===== config.mk =====
export PLATFORM = sky130hd
export DESIGN_NAME = instr_mem_sync
export DESIGN_NICKNAME = d
export VERILOG_FILES = /design/src/rtl/instr_mem_sync.sv
export SDC_FILE = /design/constraint.sdc
export NUM_CORES = 2
export LEC_CHECK = 0
export CAP_MARGIN = 20
export CORE_MARGIN = 2
export CORE_UTILIZATION = 55
export CTS_BUF_LIST = sky130_fd_sc_hd__clkbuf_4 sky130_fd_sc_hd__clkbuf_8
export DETAILED_ROUTE_END_ITERATION = 10
export PLACE_DENSITY_LB_ADDON = 0.08
export SLEW_MARGIN = 0
export SYNTH_ARGS = -nofsm -noshare
export SYNTH_HDL_FRONTEND = slang
export SYNTH_SLANG_ARGS = --single-unit
export TNS_END_PERCENT = 5

===== constraint.sdc =====
create_clock -name clk -period 5.3 [get_ports clk]
set_input_delay 0.53 -clock clk [delete_from_list [all_inputs] [get_ports clk]]
set_output_delay 0.53 -clock clk [all_outputs]
set_load 0.02 [all_outputs]

===== src/rtl/instr_mem_sync.sv =====
// Loadable, word-addressed instruction memory with a 1-cycle synchronous read,
// stall/flush output control, a program-load port and a post-reset clear sequencer.
module instr_mem_sync #(
  parameter int                DATA_W         = 32,
  parameter int                DEPTH          = 64,
  parameter logic [DATA_W-1:0] NOP_WORD       = {DATA_W{1'b0}},
  parameter bit                CLEAR_ON_RESET = 1'b1,
  parameter string             INIT_FILE      = ""
) (
  input  logic              clk,
  input  logic              rst,
  input  logic              fetch_en,
  input  logic              stall,
  input  logic              flush,
  input  logic [31:0]       pc,
  output logic [DATA_W-1:0] instr,
  output logic              instr_valid,
  output logic              fault,
  input  logic              ld_en,
  input  logic [31:0]       ld_addr,
  input  logic [DATA_W-1:0] ld_data,
  output logic              ld_ack,
  output logic              busy
);

  localparam int AW = $clog2(DEPTH);

  typedef enum logic [0:0] {
    ST_CLEAR = 1'b0,
    ST_READY = 1'b1
  } state_t;

  state_t            state_r;
  state_t            state_nxt_s;
  logic [AW-1:0]     clr_idx_r;
  logic [AW-1:0]     clr_idx_nxt_s;
  logic [DATA_W-1:0] mem_r [DEPTH];

  logic              busy_s;
  logic              fetch_ok_s;
  logic              ld_ok_s;
  logic [AW-1:0]     fetch_idx_s;
  logic [AW-1:0]     ld_idx_s;
  logic [DATA_W-1:0] rd_word_s;

  logic              wr_en_s;
  logic [AW-1:0]     wr_idx_s;
  logic [DATA_W-1:0] wr_data_s;

  logic [DATA_W-1:0] instr_r;
  logic              valid_r;
  logic              fault_r;
  logic              ld_ack_r;

  // A byte address is usable only when word-aligned and inside the array.
  function automatic logic addr_ok(input logic [31:0] a);
    return (a[1:0] == 2'b00) && (a[31:2] < 30'(DEPTH));
  endfunction

  assign busy_s      = (state_r == ST_CLEAR);
  assign fetch_ok_s  = addr_ok(pc);
  assign fetch_idx_s = pc[AW+1:2];
  assign ld_idx_s    = ld_addr[AW+1:2];
  assign ld_ok_s     = (state_r == ST_READY) && ld_en && addr_ok(ld_addr);
  assign rd_word_s   = mem_r[fetch_idx_s];

  // Sequencer state and clear index.
  always_ff @(posedge clk or posedge rst) begin
    if (rst) begin
      state_r   <= CLEAR_ON_RESET ? ST_CLEAR : ST_READY;
      clr_idx_r <= {AW{1'b0}};
    end else begin
      state_r   <= state_nxt_s;
      clr_idx_r <= clr_idx_nxt_s;
    end
  end

  // Walk the clear index once; READY is terminal until the next reset.
  always_comb begin
    state_nxt_s   = state_r;
    clr_idx_nxt_s = clr_idx_r;
    case (state_r)
      ST_CLEAR: begin
        clr_idx_nxt_s = clr_idx_r + AW'(1);
        if (clr_idx_r == AW'(DEPTH - 1)) begin
          state_nxt_s = ST_READY;
        end else begin
          state_nxt_s = ST_CLEAR;
        end
      end
      ST_READY: begin
        state_nxt_s   = ST_READY;
        clr_idx_nxt_s = clr_idx_r;
      end
      default: begin
        state_nxt_s   = ST_READY;
        clr_idx_nxt_s = {AW{1'b0}};
      end
    endcase
  end

  // Single write port shared by the clear sequencer and the load port;
  // nothing is written while rst is held so reset never alters contents.
  always_comb begin
    wr_en_s   = 1'b0;
    wr_idx_s  = {AW{1'b0}};
    wr_data_s = NOP_WORD;
    if (rst) begin
      wr_en_s = 1'b0;
    end else if (busy_s) begin
      wr_en_s   = 1'b1;
      wr_idx_s  = clr_idx_r;
      wr_data_s = NOP_WORD;
    end else if (ld_ok_s) begin
      wr_en_s   = 1'b1;
      wr_idx_s  = ld_idx_s;
      wr_data_s = ld_data;
    end else begin
      wr_en_s = 1'b0;
    end
  end

  // Array write; the fetch path samples the pre-edge word (read-first).
  always_ff @(posedge clk) begin
    if (wr_en_s) begin
      mem_r[wr_idx_s] <= wr_data_s;
    end
  end

  // Fetch output register: busy > flush > stall > fetch.
  always_ff @(posedge clk or posedge rst) begin
    if (rst) begin
      instr_r  <= NOP_WORD;
      valid_r  <= 1'b0;
      fault_r  <= 1'b0;
      ld_ack_r <= 1'b0;
    end else begin
      ld_ack_r <= ld_ok_s;
      if (busy_s || flush) begin
        instr_r <= NOP_WORD;
        valid_r <= 1'b0;
        fault_r <= 1'b0;
      end else if (stall) begin
        instr_r <= instr_r;
        valid_r <= valid_r;
        fault_r <= fault_r;
      end else if (fetch_en) begin
        if (fetch_ok_s) begin
          instr_r <= rd_word_s;
          valid_r <= 1'b1;
          fault_r <= 1'b0;
        end else begin
          instr_r <= NOP_WORD;
          valid_r <= 1'b0;
          fault_r <= 1'b1;
        end
      end else begin
        instr_r <= instr_r;
        valid_r <= 1'b0;
        fault_r <= 1'b0;
      end
    end
  end

  assign instr       = instr_r;
  assign instr_valid = valid_r;
  assign fault       = fault_r;
  assign ld_ack      = ld_ack_r;
  assign busy        = busy_s;

endmodule


==> metrics.txt <==
worst-path maximum fanout 32; launch point of the worst path state_r$_DFF_PP0_; drc violations 0; post-synthesis cell type count 64; Top Ports 138; MaxCap Viol Count 0; row count 140; area grow syn2layout 13.98%; Worst R2R Start state_r$_DFF_PP0_; DIE HEIGHT 387.0 µm; critical path's top delay family simple AND/OR/NAND/NOR gates; CTS max path bufs 4; gpl congestion 0.9016; DRT antenna net count 0; final core occ 0.6311; crit start category flip-flop; Hold Path Class in -> reg; Routed WL 218,300 µm; EDFF count, synth 2,048; total track usage 0.2932; top cell type's share of synthesized area 0.7621; Primary FF master, synth edfxtp_1; dominant cells by area after synthesis edfxtp_1 (76%), mux4_2 (13%), mux2i_1 (2.4%); WP data required 5.92 ns; Crit Path Category reg -> reg; most frequent cells after synthesis edfxtp_1 (2,048), mux4_2 (460), mux2i_1 (195); final setup skew 0.05571 ns; first-pass GRT wire length 309,300 µm; antenna violations before repair 7; root buffer cell clkbuf_8; Synth Cell Area 0.08070 mm²; Tcrit/Tclk final 0.6658; postcts setup bufs 0; critical path data arrival time 4.15 ns; Hold Vio Cnt, Final 0; Post-Syn Nets 3,801; final setup fails 0; Worst Max-Slew Pin Slew 1.171 ns; crit-path cells nor4b_1 -> nand4_1 -> o21a_1 -> or4_1 -> nor4_2 -> buf_4; die area 0.1498 mm²; gr ovfl total 0; synthesis-stage register bit count 2,090; share of post-route cells with drive strength above 1 0.2974; Buf+Inv Stages, Crit Path 1; area of the core 0.1457 mm²; Hold Path Origin stall; status finished clean; wire length per cell 34.47 µm; DR vias 41.76k; CP Capture Type flip-flop; vias in the first global route 42.58k; DRT Pass-1 Iters 7; cts-stage hold buffer count 0; IO buf count 137; layout net count 4,267; Clk pin slew, worst setup/hold paths 0.06 ns; Die Wd 387.0 µm; initial drt markers 5,636; Power Density 349.5 mW/mm²; Worst path max stage delay 0.80 ns; CTS tree built; Pwr Total 0.03214 W; Initial Util 0.5537; CTS Buf Count 343; via-per-instance ratio 6.596; Crit-path slowest cell or4_1; WHS 0.1685 ns; max-slew violations 0; maximum clock rate 283.4 MHz; Mapped Cells 3,698; clock latency on the worst-skew pair 1.03 ns; Sink Count 2,090; CTS resizes 0; synthesized area per cell 21.82 µm²; setup TNS 0 ns; count leader, synth edfxtp_1; largest net degree at the start of global routing 72; Synth area leader edfxtp_1; async set-or-reset flop fraction in the synthesized netlist 0.02010; peak supply drop 244.2 µV; post-route minimum period 3.529 ns; relative slew slack 0.2190; RSZ-0062 raised after global routing no; Leak Pwr 24.80 nW; register area share after synthesis 0.7751; Post-DP HPWL 124,600 µm; Synth Warn # 0; H-tree Lvls 5
## cell families (layout without fill, tap and decap cells)
group	count (synthesis)	count (layout)	synth area share
AOI/OAI and AO/OA	298	298	0.02727
adders and majority gates	1	1	0.0001550
buffers and inverters	217	930	0.01450
and+or+nand+nor	409	409	0.02662
xor gates and xnor gates	5	5	0.0005427
other	0	3	0
DFF	2090	2090	0.7751
muxes	678	678	0.1558
## power by group
part	switching, W	total (W)	leakage [nW]	internal, W
Clock	0.00613	0.0133	3.41	0.00718
Combinational	0.000589	0.000959	6.34	0.000370
Sequential	0	0.0179	15.0	0.0179
Total	0.00672	0.0321	24.8	0.0254
## per-layer routing
layer,GRT usage,part of all wire,vias to the layer above
met5,0,0.000060,-
met4,0.1042,0.033,2
met3,0.06722,0.10,397
met2,0.4555,0.47,2436
met1,0.4143,0.39,22256
li1,-,-,16666
## final timing paths
path	to	slack, ns	cells after the start
setup reg to reg	mem_r[25][16]$_DFFE_PP_	1.77	6
hold / removal	instr_valid$_DFFE_PP0P_	0.17	3
setup / recovery	mem_r[25][16]$_DFFE_PP_	1.77	6
min in group asynchronous	instr[2]$_DFFE_PP0P_	0.30	2
max in group asynchronous	instr[19]$_DFFE_PP0P_	4.03	3
hold reg to reg	clr_idx_r[2]$_DFFE_PP0N_	0.50	1
## layout make-up
class	instances	area [µm²]
Sequential cell	2090	62550
Fill cell	10019	53760
Multi-Input combinational cell	1391	17430
Clock buffer	464	5698
Timing Repair Buffer	333	3196
Tap cell	1917	2399
Clock inverter	128	685.7
Inverter	5	18.77
Antenna cell	3	7.507
## state kept, by name, indices dropped and copies added, names as in the netlist
register / cells
mem_r: 2048
instr: 32
clr_idx_r: 6
fault: 1
instr_valid: 1
ld_ack: 1
state_r: 1
## metrics by stage
step | setup slack (ns) | cells | area (µm²)
6_report | 1.771 | 6331 | 91980
5_1_grt | 1.505 | 6330 | 91980
4_1_cts | 1.845 | 6322 | 91850
3_5_place_dp | 1.198 | 5730 | 85470
3_3_place_gp | 1.230 | 5728 | 85450
2_1_floorplan | -0.7604 | 3698 | 80700
## cells in the final DEF, fill, tap and decap left out, drive strengths merged, types with 11 or more instances in the layout
master,synthesis,final
a21oi,11,11
mux2,23,23
and3,15,15
o22ai,39,39
nand3,83,83
clkinv,2,118
a211oi,24,24
nor2,25,25
edfxtp,2048,2048
o21ai,25,25
nor3,47,47
buf,129,202
dfrtp,42,42
clkdlybuf4s50,0,131
mux4,460,460
nor2b,34,34
a221oi,14,14
nand4,14,14
a2111oi,18,18
a22oi,104,104
nand2,87,87
and2,41,41
nor4,36,36
clkbuf,83,464
mux2i,195,195
## worst register-to-register path, delay by kind of cell, from the launching register on
| family | cells | cell delay, ns |
|---|---|---|
| and+or+nand+nor | 4 | 1.81 |
| AOI/OAI and AO/OA | 1 | 0.38 |
| buffers and inverters | 1 | 0.52 |
| DFF | 1 | 0.36 |
Note: power is estimated with default switching activity, not from simulation.
